### config.mk
export PLATFORM = sky130hd
export DESIGN_NAME = dmem_arbiter_flat
export DESIGN_NICKNAME = d
export VERILOG_FILES = /design/src/rtl/dmem_arbiter_pkg.sv /design/src/rtl/dmem_arbiter_if.sv /design/src/rtl/dmem_arbiter_register.sv /design/src/rtl/dmem_arbiter.sv /design/src/flat_wrapper.sv
export SDC_FILE = /design/constraint.sdc
export NUM_CORES = 1
export LEC_CHECK = 0
export BUFFER_PORTS_ARGS = -buffer_cell sky130_fd_sc_hd__clkbuf_2
export CAP_MARGIN = 20
export CORE_AREA = 2 2 124 126
export CTS_CLUSTER_SIZE = 14
export DETAILED_ROUTE_END_ITERATION = 7
export DIE_AREA = 0 0 126 128
export GPL_ROUTABILITY_DRIVEN = 0
export PLACE_DENSITY_LB_ADDON = 0.25
export SLEW_MARGIN = 5
export SYNTH_ARGS = -nofsm -noshare
export SYNTH_HDL_FRONTEND = slang
export SYNTH_SLANG_ARGS = --single-unit
### constraint.sdc
create_clock -name clk -period 4.79 [get_ports clk]
set_clock_uncertainty 0.2 [all_clocks]
set_input_delay 0.479 -clock clk [delete_from_list [all_inputs] [get_ports clk]]
set_output_delay 0.479 -clock clk [all_outputs]
set_load 0.02 [all_outputs]
### src/rtl/dmem_arbiter_pkg.sv
// rtl/dmem_arbiter_pkg.sv - shared defaults and helpers for the data-memory arbiter
package dmem_arbiter_pkg;

  localparam int DEF_MAX_WAIT  = 4;
  localparam int DEF_BURST_MAX = 8;
  localparam int DEF_CNT_W     = 16;

  // Bits needed to hold a counter that runs from 0 up to max_val inclusive.
  function automatic int cnt_bits(input int max_val);
    return (max_val < 1) ? 1 : $clog2(max_val + 1);
  endfunction

endpackage

### src/rtl/dmem_arbiter_if.sv
// rtl/dmem_arbiter_if.sv - external requester (debug loader / DMA) port of the arbiter
interface dmem_arbiter_if;

  logic        req;
  logic        we;
  logic        lock;
  logic [31:0] addr;
  logic [31:0] wdata;
  logic        gnt;
  logic [31:0] rdata;
  logic        valid;

  modport master (
    output req, we, lock, addr, wdata,
    input  gnt, rdata, valid
  );

  modport slave (
    input  req, we, lock, addr, wdata,
    output gnt, rdata, valid
  );

endinterface

### src/rtl/dmem_arbiter_register.sv
// rtl/dmem_arbiter_register.sv - enabled register with synchronous active-high clear
module dmem_arbiter_register #(
  parameter int W = 32
) (
  input  logic         clk,
  input  logic         reset,
  input  logic         en,
  input  logic [W-1:0] d,
  output logic [W-1:0] q
);

  always_ff @(posedge clk) begin
    if (reset)
      q <= '0;
    else if (en)
      q <= d;
  end

endmodule

### src/rtl/dmem_arbiter.sv
// rtl/dmem_arbiter.sv - CPU-priority single-port data-memory arbiter with bounded
// external starvation and capped locked bursts
module dmem_arbiter
  import dmem_arbiter_pkg::*;
#(
  parameter int MAX_WAIT  = DEF_MAX_WAIT,
  parameter int BURST_MAX = DEF_BURST_MAX,
  parameter int CNT_W     = DEF_CNT_W
) (
  input  logic             clk,
  input  logic             reset,
  input  logic [31:0]      cpu_addr,
  input  logic [31:0]      cpu_wdata,
  input  logic             cpu_read,
  input  logic             cpu_write,
  output logic [31:0]      cpu_rdata,
  output logic             cpu_stall,
  dmem_arbiter_if.slave    ext,
  output logic [31:0]      mem_addr,
  output logic [31:0]      mem_wdata,
  output logic             mem_read,
  output logic             mem_write,
  input  logic [31:0]      mem_rdata,
  output logic [CNT_W-1:0] stall_count
);

  localparam int WW = cnt_bits(MAX_WAIT);
  localparam int BW = cnt_bits(BURST_MAX);
  localparam logic [WW-1:0] WAIT_TOP  = WW'(MAX_WAIT);
  localparam logic [BW-1:0] BURST_TOP = BW'(BURST_MAX);

  logic [WW-1:0] wait_cnt;
  logic [BW-1:0] burst_cnt;
  logic          cpu_acc;
  logic          forced;
  logic          burst_ok;
  logic          gnt;
  logic          rd_gnt;
  logic [31:0]   rdata_q;
  logic          valid_q;

  assign cpu_acc   = cpu_read | cpu_write;
  assign forced    = ext.req & (wait_cnt == WAIT_TOP);
  assign burst_ok  = burst_cnt < BURST_TOP;
  assign gnt       = ext.req & burst_ok & (~cpu_acc | forced);
  assign rd_gnt    = gnt & ~ext.we;
  assign cpu_stall = cpu_acc & gnt;

  assign mem_addr  = gnt ? ext.addr  : cpu_addr;
  assign mem_wdata = gnt ? ext.wdata : cpu_wdata;
  assign mem_read  = gnt ? ~ext.we   : cpu_read;
  assign mem_write = gnt ? ext.we    : cpu_write;
  assign cpu_rdata = mem_rdata;

  assign ext.gnt   = gnt;
  assign ext.rdata = rdata_q;
  assign ext.valid = valid_q;

  // A burst that has used up its budget forfeits one cycle to the CPU and restarts.
  always_ff @(posedge clk) begin
    if (reset) begin
      wait_cnt    <= '0;
      burst_cnt   <= '0;
      stall_count <= '0;
    end else begin
      if (gnt || !ext.req)
        wait_cnt <= '0;
      else if (wait_cnt != WAIT_TOP)
        wait_cnt <= wait_cnt + 1'b1;

      if (!ext.req || !burst_ok)
        burst_cnt <= '0;
      else if (gnt)
        burst_cnt <= ext.lock ? burst_cnt + 1'b1 : '0;

      if (cpu_stall && (stall_count != '1))
        stall_count <= stall_count + 1'b1;
    end
  end

  dmem_arbiter_register #(.W(32)) u_rdata_reg (
    .clk   (clk),
    .reset (reset),
    .en    (rd_gnt),
    .d     (mem_rdata),
    .q     (rdata_q)
  );

  dmem_arbiter_register #(.W(1)) u_valid_reg (
    .clk   (clk),
    .reset (reset),
    .en    (1'b1),
    .d     (rd_gnt),
    .q     (valid_q)
  );

endmodule

### src/flat_wrapper.sv
// flat-port wrapper written by rule: the top's interface ports become plain ports
module dmem_arbiter_flat import dmem_arbiter_pkg::*;
#(
  parameter int MAX_WAIT  = DEF_MAX_WAIT,
  parameter int BURST_MAX = DEF_BURST_MAX,
  parameter int CNT_W     = DEF_CNT_W
)
  (clk, reset, cpu_addr, cpu_wdata, cpu_read, cpu_write, cpu_rdata, cpu_stall, mem_addr, mem_wdata, mem_read, mem_write, mem_rdata, stall_count, ext_req, ext_we, ext_lock, ext_addr, ext_wdata, ext_gnt, ext_rdata, ext_valid);
  dmem_arbiter_if ext_i ();
  input  logic clk;
  input  logic reset;
  input  logic [31:0] cpu_addr;
  input  logic [31:0] cpu_wdata;
  input  logic cpu_read;
  input  logic cpu_write;
  output logic [31:0] cpu_rdata;
  output logic cpu_stall;
  output logic [31:0] mem_addr;
  output logic [31:0] mem_wdata;
  output logic mem_read;
  output logic mem_write;
  input  logic [31:0] mem_rdata;
  output logic [CNT_W-1:0] stall_count;
  input wire logic [$bits(ext_i.req)-1:0] ext_req;
  input wire logic [$bits(ext_i.we)-1:0] ext_we;
  input wire logic [$bits(ext_i.lock)-1:0] ext_lock;
  input wire logic [$bits(ext_i.addr)-1:0] ext_addr;
  input wire logic [$bits(ext_i.wdata)-1:0] ext_wdata;
  output wire logic [$bits(ext_i.gnt)-1:0] ext_gnt;
  output wire logic [$bits(ext_i.rdata)-1:0] ext_rdata;
  output wire logic [$bits(ext_i.valid)-1:0] ext_valid;
  assign ext_i.req = ext_req;
  assign ext_i.we = ext_we;
  assign ext_i.lock = ext_lock;
  assign ext_i.addr = ext_addr;
  assign ext_i.wdata = ext_wdata;
  assign ext_gnt = ext_i.gnt;
  assign ext_rdata = ext_i.rdata;
  assign ext_valid = ext_i.valid;
  dmem_arbiter #(.MAX_WAIT(MAX_WAIT), .BURST_MAX(BURST_MAX), .CNT_W(CNT_W)) u_core (.clk(clk), .reset(reset), .cpu_addr(cpu_addr), .cpu_wdata(cpu_wdata), .cpu_read(cpu_read), .cpu_write(cpu_write), .cpu_rdata(cpu_rdata), .cpu_stall(cpu_stall), .ext(ext_i), .mem_addr(mem_addr), .mem_wdata(mem_wdata), .mem_read(mem_read), .mem_write(mem_write), .mem_rdata(mem_rdata), .stall_count(stall_count));
endmodule
# Yosys cells after proc, flatten, opt, wreduce, memory -nomap -nowiden
# Cells that the tools add are included.
totals:
  regBits: 56
  in_bits: 167
  out_inout_bits: 149
  word_cells: 33
classes:
  add_sub_neg: 3
  magnitude_cmp: 1
  n_eq_ne: 3
  n_mux: 5
  bitwise: 9
  reduce_logical: 7
op_table:
  columns: ["cell", "n"]
  rows:
  - ["$mux W32", 2]
  - ["$add A16 B1 Y16 const B", 1]
  - ["$ne A16 B16 Y1 const B", 1]
  - ["$and A1 B1 Y1", 5]
  - ["$add A4 B1 Y4 const B", 1]
  - ["$lt A4 B4 Y1 const B", 1]
  - ["$mux W4", 1]
  - ["$reduce_or A2 Y1", 2]
  - ["$add A3 B1 Y3 const B", 1]
  - ["$eq A3 B3 Y1 const B", 1]
  - ["$ne A3 B3 Y1 const B", 1]
  - ["$logic_not A1 Y1", 2]
  - ["$logic_or A1 B1 Y1", 2]
  - ["$mux W1", 2]
  - ["$not A1 Y1", 2]
  - ["$or A1 B1 Y1", 2]
  - ["$logic_and A1 B1 Y1", 1]

# Longest topological paths before layout
depth:
  word_depth: 6
  mapped_depth: 9
  ltp_nobuf: 7

# By module
# Synthesis repeated with hierarchy kept, for this count alone.
unflattened:
  hier_cells: 498
  hier_area_um2: 3462.1
modules_own_cells:
  columns: ["mod", "n_inst", "cells_per_inst", "area_per_inst_um2", "seq_area_each_um2"]
  rows:
  - ["dmem_arbiter", 1, 392, 2264.7, 460.4]
  - ["dmem_arbiter_register (u_core.u_rdata_reg)", 1, 103, 1163.6, 640.6]
  - ["dmem_arbiter_register (u_core.u_valid_reg)", 1, 3, 33.8, 20.0]

# Worst setup path before layout
# OpenSTA, ideal clock, no wires.
synth_timing:
  kind: "register to output"
  startpoint: "reg u_core.wait_cnt[0]"
  endpoint: "out mem_addr[0]"
  arrival_time_ns: 1.837
  required_time_ns: 4.111
  path_slack_ns: 2.274
  stages_incl_launch_ff: 10
  path_buffers: 2
  cell_sequence: "dfxtp_1 -> inv_1 -> ha_1 -> o2bb2ai_1 -> nand2_1 -> inv_1 -> clkbuf_1 -> buf_1 -> nand2_1 -> nand2_1"
synth_between:
  elab_chain_cells: 5
synth_lines:
  columns: ["item", "line", "rtl"]
  rows:
  - ["start: declaration", "dmem_arbiter.sv:32", "logic [WW-1:0] wait_cnt;"]
  - ["start signal: assignment", "dmem_arbiter.sv:69", "wait_cnt <= wait_cnt + 1'b1;"]
  - ["$eq A3 B3 Y1", "dmem_arbiter.sv:43", "assign forced = ext.req & (wait_cnt == WAIT_TOP);"]
  - ["$and A1 B1 Y1", "dmem_arbiter.sv:43", null]
  - ["$or A1 B1 Y1", "dmem_arbiter.sv:45", "assign gnt = ext.req & burst_ok & (~cpu_acc | forced);"]
  - ["$and A1 B1 Y1", "dmem_arbiter.sv:45", null]
  - ["$mux W32", "dmem_arbiter.sv:49", "assign mem_addr = gnt ? ext.addr : cpu_addr;"]
  - ["end: declaration", "flat_wrapper.sv:18", "output logic [31:0] mem_addr;"]
# No other way between the ends.

# Worst setup path in the final report
layout_timing:
  startpoint: "reg u_core.wait_cnt[0]"
  endpoint: "out mem_addr[10]"
# Same word-level chain as after synthesis.

==> results_dict.tcl <==
set metrics [dict create \
    status "complete, no violations" \
    post_cts_buffers 0 \
    cts_hold_buffers 0 \
    core-area_um2 14900 \
    clockBufferDepth 2 \
    antenna_left 0 \
    power.total_uw 1170 \
    finalCritPeriodShare_pct 64.3 \
    port_buffers 315 \
    num_vias 4310 \
    cts_sinks 56 \
    synth_xor_area_share_pct 0.258 \
    hold_depth 3 \
    num_rows 45 \
    drv_cap 0 \
    rsz0062_at_grt "false" \
    grt_usage_pct 15.0 \
    critPathLaunchType "flop" \
    path_class "reg -> out" \
    pin_count 316 \
    p_per_area_nw_per_um2 232 \
    ys_ff_latch 56 \
    synth_edf_count 0 \
    ys_seq_area_share_pct 33.0 \
    grt_pass1_vias 3744 \
    synth-compound-area-share_pct 12.7 \
    antenna_cells 0 \
    grt_start_max_net_pins 67 \
    path_buf_inv 4 \
    yosysTopAreaCell "dfxtp_1" \
    routed_via_density 4.37 \
    routed_wl_mm 13.2 \
    worstReg2RegEnd "u_core.stall_count[9]" \
    root_buffer "clkbuf_16" \
    netlist_instances 531 \
    grt.overflow.total 0 \
    synth.top_cell.area_share_pct 33.0 \
    synth_top_family_by_area "simple AND/OR/NAND/NOR gates" \
    start_util_pct 22.9 \
    synthMostInstantiatedCell "nand2_1" \
    final_hold_viol_count 0 \
    htreeDepth 2 \
    fmax_ghz 0.325 \
    p_leak_uw 0.00272 \
    synth-async-reset-ratio_pct 0 \
    ff2ff_setup_slack_ps 2400 \
    fillerInstances 1709 \
    slowest_delay_ps 390 \
    slowest_stage "inv_2" \
    finalMaxSlewViolations 0 \
    drc_errors 0 \
    hold_end "u_core.u_rdata_reg.q[25]" \
    die_w_um 126 \
    fin_setup_tns_ps 0 \
    min_from "mem_rdata[25]" \
    setup-violations-final 0 \
    synth-simple-area-share_pct 40.2 \
    avgSynthCellArea_um2 6.40 \
    required_ps 4110 \
    crit_arrival_ps 2400 \
    crit_family "buffers and inverters" \
    cts_buffers 5 \
    wl_per_cell_um 13.4 \
    synthAdderAreaFrac_pct 1.47 \
    synth_area_um2 3400 \
    cp_max_fo 32 \
    end_kind "output port" \
    antenna_found_initial 0 \
    final_nets 969 \
    cts_tree "yes" \
    dieArea_um2 16100 \
    period_needed_ps 3080 \
    die-height_um 128 \
    drive_gt1_share_pct 42.4 \
    reg2reg_depth 6 \
    area_growth_pct 48.2 \
    ir_drop_uv 112 \
    tightest_slew_ps 667 \
    synth_area_leaders "dfxtp_1, nand2_1, a21oi_1, buf_4, clkbuf_1" \
    grt_first_pass_wirelength_mm 19.7 \
    dp_hpwl_mm 10.5 \
    ys_types 39 \
    yosys-top-cells-count "nand2_1, dfxtp_1, a21oi_1, buf_4, clkbuf_1" \
    crit_top_cell "nand2_1" \
    synth.area.mux_share_pct 0.331 \
    firstDrtPassIters 4 \
    insertion_delay_ps 290 \
    drtIter0Drc 256 \
    timing.rr.start "u_core.wait_cnt[0]" \
    cts_resized 0 \
    worstPathCellList "inv_1 -> ha_1 -> o2bb2ai_1 -> nand2_2 -> inv_2 -> buf_4 -> nand2_1 -> nand2_1 -> clkbuf_2" \
    synth_warnings 0 \
    synth_fp_nets 702 \
    clkSlewWorstSetupHoldPaths_ps 70 \
    hp-class "in -> reg" \
    ys.flop_type "dfxtp_1" \
    max_slew_margin_pct 55.6 \
]
==> how the worst max path moves through the flow <==
stage / cells past startpoint / start / endpoint
after floorplan: 9 / u_core.wait_cnt[0] / mem_addr[0]
after global placement: 8 / cpu_write / mem_addr[17]
after detailed placement: 8 / cpu_write / mem_addr[10]
after CTS: 9 / u_core.wait_cnt[0] / mem_addr[10]
after global routing: 9 / u_core.wait_cnt[0] / mem_addr[7]
final: 9 / u_core.wait_cnt[0] / mem_addr[10]
==> cell families (layout without fill, tap and decap cells) <==
family / Yosys count / after routing
compound gates: 73 / 73
buf+inv: 68 / 335
flops: 56 / 56
xor+xnor: 1 / 1
mux: 1 / 1
simple gates: 328 / 328
fa+ha+maj: 4 / 4
==> worst reg2reg max path: cells and delay by family, from the launching register on <==
family	cells	cell delay, ps
AOI/OAI and AO/OA	2	310
adders and majority gates	1	290
buffers and inverters	1	60
DFF	1	330
and+or+nand+nor	2	1140
==> placed cells by master (no fill, tap or decap), drive strengths merged, types with 2 or more instances in the layout <==
master	instances
clkbuf	322
nand3b	2
nand4	6
o21ai	4
dfxtp	56
or3	4
nor2b	2
or4	9
nand2	273
nand3	7
inv	6
and3	2
ha	4
and4	2
o31ai	10
a211oi	2
o31a	2
nor3	7
nand2b	2
a21oi	48
nor2	8
nor4	2
buf	7
==> metal layers <==
metal	vias up	wire length (µm)	part of all wire, %	track usage, %
li1	2232	-	-	-
met1	1898	6060	46	21.3
met2	178	6160	47	24.2
met3	2	955	7.2	2.63
met4	0	55	0.42	2.33
met5	-	0	0	0
==> area by class of cell <==
class	instances	area (µm²)	area share [%]
clock buffers	7	153	3.03
inverters	6	22.5	0.447
multi-input cells	407	1870	37.2
flip-flops and latches	56	1120	22.3
well taps	188	235	4.67
repair buffers	322	1630	32.4
==> power by group <==
group | internal, µW | total [µW] | switching (µW) | leakage [µW]
Sequential | 472 | 476 | 3.80 | 0.000453
Clock | 220 | 385 | 165 | 0.0000760
Combinational | 117 | 309 | 191 | 0.00219
==> registers in the layout, indices dropped and copies added, names as in the netlist <==
register / flops
u_core.u_valid_reg.q: 1
u_core.stall_count: 16
u_core.burst_cnt: 4
u_core.u_rdata_reg.q: 32
u_core.wait_cnt: 3
==> per-stage QoR <==
stage / setup slack, ps / hold WS [ps] / cell area [µm²] / cells / util (%)
floorplan: 2270 / 244 / 3400 / 531 / -
global placement: 2020 / 244 / 4880 / 979 / 32.8
detailed placement: 1990 / 246 / 4880 / 979 / 32.8
CTS: 1700 / 207 / 5030 / 986 / 33.9
global route: 1500 / 215 / 5030 / 986 / 33.9
finish: 1710 / 216 / 5030 / 986 / 33.9
Power figures use the tool's default switching activity.
